File: src/rtl/io_bus_master_if.sv
// Core-side load/store handshake plus the 8-bit port I/O bus of io_bus_master.
// The master modport is the initiator's view; slave is the core/IO-device side.
interface io_bus_master_if;
  logic        req_i;
  logic        we_i;
  logic [31:0] addr_i;
  logic [31:0] wdata_i;
  logic [3:0]  be_i;
  logic [31:0] rdata_o;
  logic        ack_o;
  logic        err_o;
  logic        busy_o;
  logic [1:0]  io_dir_o;
  logic [7:0]  io_data_o;
  logic        io_wr_o;
  logic        io_rd_o;
  logic [7:0]  io_data_i;

  modport master (
    input  req_i, we_i, addr_i, wdata_i, be_i, io_data_i,
    output rdata_o, ack_o, err_o, busy_o, io_dir_o, io_data_o, io_wr_o, io_rd_o
  );

  modport slave (
    output req_i, we_i, addr_i, wdata_i, be_i, io_data_i,
    input  rdata_o, ack_o, err_o, busy_o, io_dir_o, io_data_o, io_wr_o, io_rd_o
  );
endinterface

File: src/rtl/io_bus_master.sv
// Splits one 32-bit core load/store into per-byte port I/O transactions (lane n -> dir n),
// sequencing SETUP/STROBE/HOLD per enabled lane and returning a one-cycle ack.
module io_bus_master #(
  parameter logic [31:0] BASE_ADDR     = 32'h0000_1000,
  parameter int unsigned STROBE_CYCLES = 1
) (
  input logic             clk_i,
  input logic             rst_ni,
  io_bus_master_if.master bus
);

  typedef enum logic [2:0] {IDLE, SETUP, STROBE, HOLD, ACK} state_t;

  localparam logic [3:0] CNT_INIT = 4'(STROBE_CYCLES - 1);

  state_t      state_q, state_d;
  logic        we_q;
  logic        miss_q;
  logic [31:0] wdata_q;
  logic [31:0] rbuf_q;
  logic [3:0]  mask_q;
  logic [1:0]  lane_q;
  logic [3:0]  cnt_q;

  logic        hit;
  logic [3:0]  mask_rem;
  logic        unused_addr;

  logic [31:0] rdata_c;
  logic        ack_c, err_c, busy_c, wr_c, rd_c;
  logic [1:0]  dir_c;
  logic [7:0]  data_c;

  function automatic logic [1:0] lowest_lane(input logic [3:0] m);
    if (m[0])      return 2'd0;
    else if (m[1]) return 2'd1;
    else if (m[2]) return 2'd2;
    else           return 2'd3;
  endfunction

  function automatic logic [7:0] lane_byte(input logic [31:0] w, input logic [1:0] n);
    return w[8*n +: 8];
  endfunction

  // The window is one word wide, so the byte offset bits never take part in decode.
  assign hit         = (bus.addr_i[31:2] == BASE_ADDR[31:2]);
  assign unused_addr = ^bus.addr_i[1:0];
  assign mask_rem    = mask_q & ~(4'b0001 << lane_q);

  always_ff @(posedge clk_i or negedge rst_ni) begin
    if (!rst_ni) state_q <= IDLE;
    else         state_q <= state_d;
  end

  always_comb begin
    state_d = state_q;
    case (state_q)
      IDLE:    if (bus.req_i) state_d = (!hit || bus.be_i == 4'b0000) ? ACK : SETUP;
      SETUP:   state_d = STROBE;
      STROBE:  if (cnt_q == 4'd0) state_d = HOLD;
      HOLD:    state_d = (mask_rem != 4'b0000) ? SETUP : ACK;
      ACK:     state_d = IDLE;
      default: state_d = IDLE;
    endcase
  end

  always_ff @(posedge clk_i or negedge rst_ni) begin
    if (!rst_ni) begin
      we_q    <= 1'b0;
      miss_q  <= 1'b0;
      wdata_q <= '0;
      rbuf_q  <= '0;
      mask_q  <= '0;
      lane_q  <= '0;
      cnt_q   <= '0;
    end else begin
      case (state_q)
        IDLE: if (bus.req_i) begin
          we_q    <= bus.we_i;
          miss_q  <= !hit;
          wdata_q <= bus.wdata_i;
          mask_q  <= bus.be_i;
          lane_q  <= lowest_lane(bus.be_i);
          rbuf_q  <= '0;
        end
        SETUP: cnt_q <= CNT_INIT;
        // Read data is taken on the final strobe cycle, giving the device the full strobe width.
        STROBE: begin
          if (cnt_q != 4'd0)  cnt_q <= cnt_q - 4'd1;
          else if (!we_q)     rbuf_q[8*lane_q +: 8] <= bus.io_data_i;
        end
        HOLD: begin
          mask_q <= mask_rem;
          lane_q <= lowest_lane(mask_rem);
        end
        default: ;
      endcase
    end
  end

  always_comb begin
    rdata_c = '0;
    ack_c   = 1'b0;
    err_c   = 1'b0;
    busy_c  = (state_q != IDLE);
    wr_c    = 1'b0;
    rd_c    = 1'b0;
    dir_c   = '0;
    data_c  = '0;
    if (state_q == SETUP || state_q == STROBE || state_q == HOLD) begin
      dir_c  = lane_q;
      data_c = we_q ? lane_byte(wdata_q, lane_q) : 8'h00;
    end
    if (state_q == STROBE) begin
      wr_c = we_q;
      rd_c = !we_q;
    end
    if (state_q == ACK) begin
      ack_c   = 1'b1;
      err_c   = miss_q;
      rdata_c = we_q ? 32'h0 : rbuf_q;
    end
  end

  assign bus.rdata_o   = rdata_c;
  assign bus.ack_o     = ack_c;
  assign bus.err_o     = err_c;
  assign bus.busy_o    = busy_c;
  assign bus.io_wr_o   = wr_c;
  assign bus.io_rd_o   = rd_c;
  assign bus.io_dir_o  = dir_c;
  assign bus.io_data_o = data_c;

endmodule

File: src/flat_wrapper.sv
// flat-port wrapper written by rule: the top's interface ports become plain ports
module io_bus_master_flat 
#(
  parameter logic [31:0] BASE_ADDR     = 32'h0000_1000,
  parameter int unsigned STROBE_CYCLES = 1
)
  (clk_i, rst_ni, bus_req_i, bus_we_i, bus_addr_i, bus_wdata_i, bus_be_i, bus_io_data_i, bus_rdata_o, bus_ack_o, bus_err_o, bus_busy_o, bus_io_dir_o, bus_io_data_o, bus_io_wr_o, bus_io_rd_o);
  io_bus_master_if bus_i ();
  input logic clk_i;
  input logic rst_ni;
  input wire logic [$bits(bus_i.req_i)-1:0] bus_req_i;
  input wire logic [$bits(bus_i.we_i)-1:0] bus_we_i;
  input wire logic [$bits(bus_i.addr_i)-1:0] bus_addr_i;
  input wire logic [$bits(bus_i.wdata_i)-1:0] bus_wdata_i;
  input wire logic [$bits(bus_i.be_i)-1:0] bus_be_i;
  input wire logic [$bits(bus_i.io_data_i)-1:0] bus_io_data_i;
  output wire logic [$bits(bus_i.rdata_o)-1:0] bus_rdata_o;
  output wire logic [$bits(bus_i.ack_o)-1:0] bus_ack_o;
  output wire logic [$bits(bus_i.err_o)-1:0] bus_err_o;
  output wire logic [$bits(bus_i.busy_o)-1:0] bus_busy_o;
  output wire logic [$bits(bus_i.io_dir_o)-1:0] bus_io_dir_o;
  output wire logic [$bits(bus_i.io_data_o)-1:0] bus_io_data_o;
  output wire logic [$bits(bus_i.io_wr_o)-1:0] bus_io_wr_o;
  output wire logic [$bits(bus_i.io_rd_o)-1:0] bus_io_rd_o;
  assign bus_i.req_i = bus_req_i;
  assign bus_i.we_i = bus_we_i;
  assign bus_i.addr_i = bus_addr_i;
  assign bus_i.wdata_i = bus_wdata_i;
  assign bus_i.be_i = bus_be_i;
  assign bus_i.io_data_i = bus_io_data_i;
  assign bus_rdata_o = bus_i.rdata_o;
  assign bus_ack_o = bus_i.ack_o;
  assign bus_err_o = bus_i.err_o;
  assign bus_busy_o = bus_i.busy_o;
  assign bus_io_dir_o = bus_i.io_dir_o;
  assign bus_io_data_o = bus_i.io_data_o;
  assign bus_io_wr_o = bus_i.io_wr_o;
  assign bus_io_rd_o = bus_i.io_rd_o;
  io_bus_master #(.BASE_ADDR(BASE_ADDR), .STROBE_CYCLES(STROBE_CYCLES)) u_core (.clk_i(clk_i), .rst_ni(rst_ni), .bus(bus_i));
endmodule
File: config.mk
export PLATFORM = sky130hd
export DESIGN_NAME = io_bus_master_flat
export DESIGN_NICKNAME = d
export VERILOG_FILES = /design/src/rtl/io_bus_master_if.sv /design/src/rtl/io_bus_master.sv /design/src/flat_wrapper.sv
export SDC_FILE = /design/constraint.sdc
export NUM_CORES = 1
export LEC_CHECK = 0
export CAP_MARGIN = 15
export CORE_ASPECT_RATIO = 1.1
export CORE_MARGIN = 1.5
export CORE_UTILIZATION = 35
export DETAILED_ROUTE_END_ITERATION = 12
export GPL_ROUTABILITY_DRIVEN = 0
export PLACE_DENSITY_LB_ADDON = 0.3
export SLEW_MARGIN = 20
export SYNTH_ARGS = -nofsm -noshare
export SYNTH_HDL_FRONTEND = slang
export SYNTH_SLANG_ARGS = --single-unit
File: constraint.sdc
create_clock -name clk_i -period 3.9 [get_ports clk_i]
set_input_delay 0.78 -clock clk_i [delete_from_list [all_inputs] [get_ports clk_i]]
set_output_delay 0.78 -clock clk_i [all_outputs]
set_load 0.05 [all_outputs]
Word level (Yosys, flattened, before mapping)
Cells that the tools add are included.
- flip-flop bits (word level): 79
- input bits: 80
- output and inout port bits: 47
- logic and storage cells: 76
- add/sub/neg operators: 2
- eq/ne operators: 10
- shifts and indexed selects: 4
- multiplexer cells: 31
- bitwise operators: 2
- reductions and logical operators: 19
- operator list (operator ; count):
    32-bit two-way mux ; 5
    32-bit one-hot mux with 2 select lines ; 1
    5-bit negation with 34-bit output ; 1
    8-bit by 34-bit variable shift with 32-bit output (first input constant) ; 1
    8-bit by 34-bit variable part select with 32-bit output ; 1
    32-bit bitwise mux ; 1
    32-bit by 6-bit variable part select with 8-bit output ; 1
    30-bit by 11-bit == test with 1-bit output (second input constant) ; 1
    8-bit two-way mux ; 2
    4-bit one-hot mux with 2 select lines ; 2
    2-bit two-way mux ; 6
    3-bit two-way mux ; 4
    3-bit one-hot mux with 4 select lines ; 1
    4-bit zero test ; 2
    4-bit two-way mux ; 2
    2-bit AND reduction ; 4
    4-bit nonzero test ; 2
    3-bit by 2-bit == test with 1-bit output (second input constant) ; 2
    1-bit two-way mux ; 6
    2-bit inequality test (second input constant) ; 3
    2-bit nonzero test ; 3
    4-bit AND ; 1
    2-bit by 1-bit inequality test with 1-bit output (second input constant) ; 2
    4-bit inverter ; 1
    other kinds (10) ; 13

Depth between registers and ports, before layout
- depth in word-level cells: 7
- mapped depth: 7
- mapped depth without buffers: 6

Least setup slack after synthesis
No wires, ideal clock.
- kind: register -> output
- from: register u_core.state_q[1]
- to: output bus_rdata_o[22]
- arrival time: 2172 ps
- data required time: 3120 ps
- path slack: 948 ps
- stages on the path, launching flop included: 6
- buffers on the path: 2
- cells stage by stage: dfrtp_1 -> clkbuf_1 -> nor2_1 -> and2_1 -> clkbuf_1 -> and3_1
- cells in the longest elaborated chain, start to end: 2
- ends and longest elaborated chain (element ; RTL line ; source):
    from (decl) ; io_bus_master.sv:16 ; state_t state_q, state_d;
    from (signal assigned) ; io_bus_master.sv:52 ; else state_q <= state_d;
    3-bit == test ; io_bus_master.sv:118 ; if (state_q == ACK) begin
    32-bit two-way mux ; io_bus_master.sv:118 ;
    to (decl) ; flat_wrapper.sv:17 ; output wire logic [$bits(bus_i.rdata_o)-1:0] bus_rdata_o;
Every way passes these cells.

Final worst setup path
- from: register u_core.lane_q[0]
- to: output bus_io_data_o[5]
- cells in the longest elaborated chain, start to end: 3
- ends and longest elaborated chain (element ; RTL line ; source):
    from (decl) ; io_bus_master.sv:22 ; logic [1:0] lane_q;
    from (signal assigned) ; io_bus_master.sv:83 ; lane_q <= lowest_lane(bus.be_i);
    from (signal assigned) ; io_bus_master.sv:94 ; lane_q <= lowest_lane(mask_rem);
    32-bit by 6-bit variable part select with 8-bit output ; io_bus_master.sv:42 ; return w[8*n +: 8];
    8-bit two-way mux ; io_bus_master.sv:112 ; data_c = we_q ? lane_byte(wdata_q, lane_q) : 8'h00;
    8-bit two-way mux ; io_bus_master.sv:110 ; if (state_q == SETUP || state_q == STROBE || state_q == HOLD) begin
    to (decl) ; flat_wrapper.sv:22 ; output wire logic [$bits(bus_i.io_data_o)-1:0] bus_io_data_o;
Every way passes these cells.

==> results.md <==
* Status: finished, final reports clean
* Clock Path Buffers at 2
* DRC viols at 0
* Clock insertion delay at the later pin of the skew report at 0.34 ns
* Via count at 3428
* Largest net degree at the start of global routing at 80
* CP Data Arrival Time at 2.79 ns
* Initial DRC count at 216
* Reg-to-reg setup timing slack at 1.11 ns
* GR Util All Layers at 0.183
* Net Sw Power at 1.35 mW
* FF+latch count, synth at 79
* Final Critical Period at 3.57 ns
* Chip height at 114 um
* Clk slew on worst S/H paths at 0.06 ns
* Sw frac at 0.398
* H-tree depth at 3
* Peak supply drop at 0.337 mV
* RSZ-0062 raised after global routing: no
* CTS tree: built
* R2R depth at 6
* Rel. slew slack at 0.374
* Post CTS Setup Buffer Count at 0
* Gr ovfl total at 0
* Detail Route Antenna Nets at 0
* Post-CTS Resized at 0
* DR vias/cell at 5.19
* Setup TNS Final at 0 ns
* Die area at 0.0119 mm2
* Boundary Pins at 127
* Reg-to-reg startpoint: u_core.lane_q[0]
* Skew final at 0.0110 ns
* Worst Setup SP: u_core.lane_q[0]
* Root Buffer: clkbuf_16
* WL per Instance at 16.2 um
* Internal at 2.04 mW
* Antenna cells at 0
* Worst-Margin Slew at 0.915 ns
* Clk sink count at 79
* Max cap viols at 0
* PD cells at 605 mW/mm2
* DP HPWL at 7.50 mm
* Setup Viol. Count Final at 0
* Post-synth ARST share at 1.00
* Slew Viols, Final at 0
* Number of synthesized flops with an enable pin at 0
* Most frequent cells in the layout: 123 x clkdlybuf4s50_1, 103 x nand2_1, 79 x dfrtp_1
* First-pass GRT wire length at 17.4 mm
* Post-synthesis net count at 480
* Synth Cell Area at 0.00393 mm2
* Crit start category: flip-flop
* Core area at 0.0109 mm2
* Critical path endpoint category: output pin
* Synth Warn # at 0
* Leakage power at 2.57 nW
* Final wirelength at 10.7 mm
* Cts hold-fix bufs at 0
* Number of global-route vias before repair at 3535
* Period utilisation layout at 0.915
* Buffers added on ports at 124
* Clock share of power at 0.259
* Critical Path RT at 3.12 ns
* Post-synth cell types at 48
* Layout cells sized above 1 at 0.0739
* Final Hold Fails at 0
* Area growth syn-to-layout at 42.5%
* Most common cell after layout, fill and taps aside: clkdlybuf4s50_1
* Sequential-to-total area share from yosys stat at 0.503
* TritonCTS buffer count at 9
* Initial antenna violation count at 0
* Fmax at 280 MHz
* Critical Path Fanout Max at 15
* Flop pwr share at 0.368
* Power share of the combinational group at 0.373
* Die X at 104 um
* CP endpoint: bus_io_data_o[5]
* Tightest Hold Check Type: in2async
* Reg-to-reg endpoint: u_core.state_q[2]
* Final hold slack at 0.442 ns
* Initial Util at 0.360
* Critical path type: reg2out
* Mean Syn Cell Area at 10.0 um2
* Post-Syn Instances at 393
* Pre-Repair DR Iteration Count at 4
* Placement row count at 40
* Main synth FF type: dfrtp_1
* # nets final at 596
critical path, stage by stage, from the launching register on:
cell and delay, ns:
dfrtp_1 0.93, mux4_2 0.59, and3_1 0.22, clkdlybuf4s50_1 0.71
through the flow:
step	cells	area (um2)	setup WS, ns	utilization	total power, mW
3_5_place_dp	645	5290	0.665	0.485	2.53
5_1_grt	661	5600	0.157	0.514	3.62
3_3_place_gp	645	5290	0.660	0.485	2.49
2_1_floorplan	393	3930	0.948	-	2.12
4_1_cts	661	5600	0.291	0.513	3.41
6_report	661	5600	0.330	0.514	3.39
sequential cells by signal, summed over array words and instances (netlist names):
register,cells
u_core.miss_q,1
u_core.lane_q,2
u_core.rbuf_q,32
u_core.state_q,3
u_core.mask_q,4
u_core.cnt_q,4
u_core.we_q,1
u_core.wdata_q,32
cells in the mapped netlist, drive strengths merged (2+ instances only):
cell | count | share of area
nand4 | 2 | 0.0032
or3b | 2 | 0.0045
nand2b | 3 | 0.0048
nor4b | 2 | 0.0060
mux4 | 8 | 0.046
dfrtp | 79 | 0.50
nor3 | 9 | 0.014
nor2 | 10 | 0.0095
a21oi | 7 | 0.0089
and3 | 41 | 0.065
a22o | 37 | 0.082
nor2b | 5 | 0.0080
or4 | 3 | 0.0057
nor4 | 9 | 0.022
ha | 7 | 0.022
nand2 | 103 | 0.098
buf | 5 | 0.0092
o22ai | 5 | 0.0080
or3 | 2 | 0.0045
inv | 8 | 0.0076
clkbuf | 18 | 0.017
o21ai | 10 | 0.013
layout make-up:
type | instances | area [um2]
repair buffers | 128 | 1270
fillers | 1053 | 5310
multi-input cells | 283 | 1830
flip-flops and latches | 79 | 1980
well taps | 147 | 184
clock buffers | 9 | 225
inverters | 8 | 30.0
clock inverters | 7 | 85.1
worst min path at each step:
stage | from | end
after CTS | u_core.wdata_q[17] | u_core.wdata_q[17]
after detailed placement | u_core.wdata_q[17] | u_core.wdata_q[17]
final | rst_ni | u_core.miss_q
after global routing | u_core.wdata_q[18] | u_core.wdata_q[18]
after floorplan | u_core.wdata_q[16] | u_core.wdata_q[16]
after global placement | u_core.wdata_q[5] | u_core.wdata_q[5]
routing by layer:
| layer | vias to the layer above | share of wire | GRT usage |
|---|---|---|---|
| met1 | 1662 | 0.43 | 0.233 |
| met2 | 110 | 0.49 | 0.306 |
| met4 | 0 | 0.012 | 0.0593 |
| li1 | 1645 | - | - |
| met5 | - | 0 | 0 |
| met3 | 11 | 0.062 | 0.0484 |
power groups by stage:
stage / logic (mW) / registers, mW / clock network, mW
2_1_floorplan: 0.983 / 1.14 / 0
3_3_place_gp: 1.23 / 1.26 / 0
3_5_place_dp: 1.27 / 1.26 / 0
4_1_cts: 1.27 / 1.25 / 0.893
5_1_grt: 1.40 / 1.28 / 0.932
6_report: 1.26 / 1.25 / 0.878
kinds of logic after synthesis:
group	count (synthesis)	synth area share
simple gates	197	0.257
buf+inv	31	0.0341
flops	79	0.503
mux	8	0.0458
fa+ha+maj	7	0.0223
compound gates	70	0.136
xor+xnor	1	0.00223
Note: power is estimated with default switching activity, not from simulation.
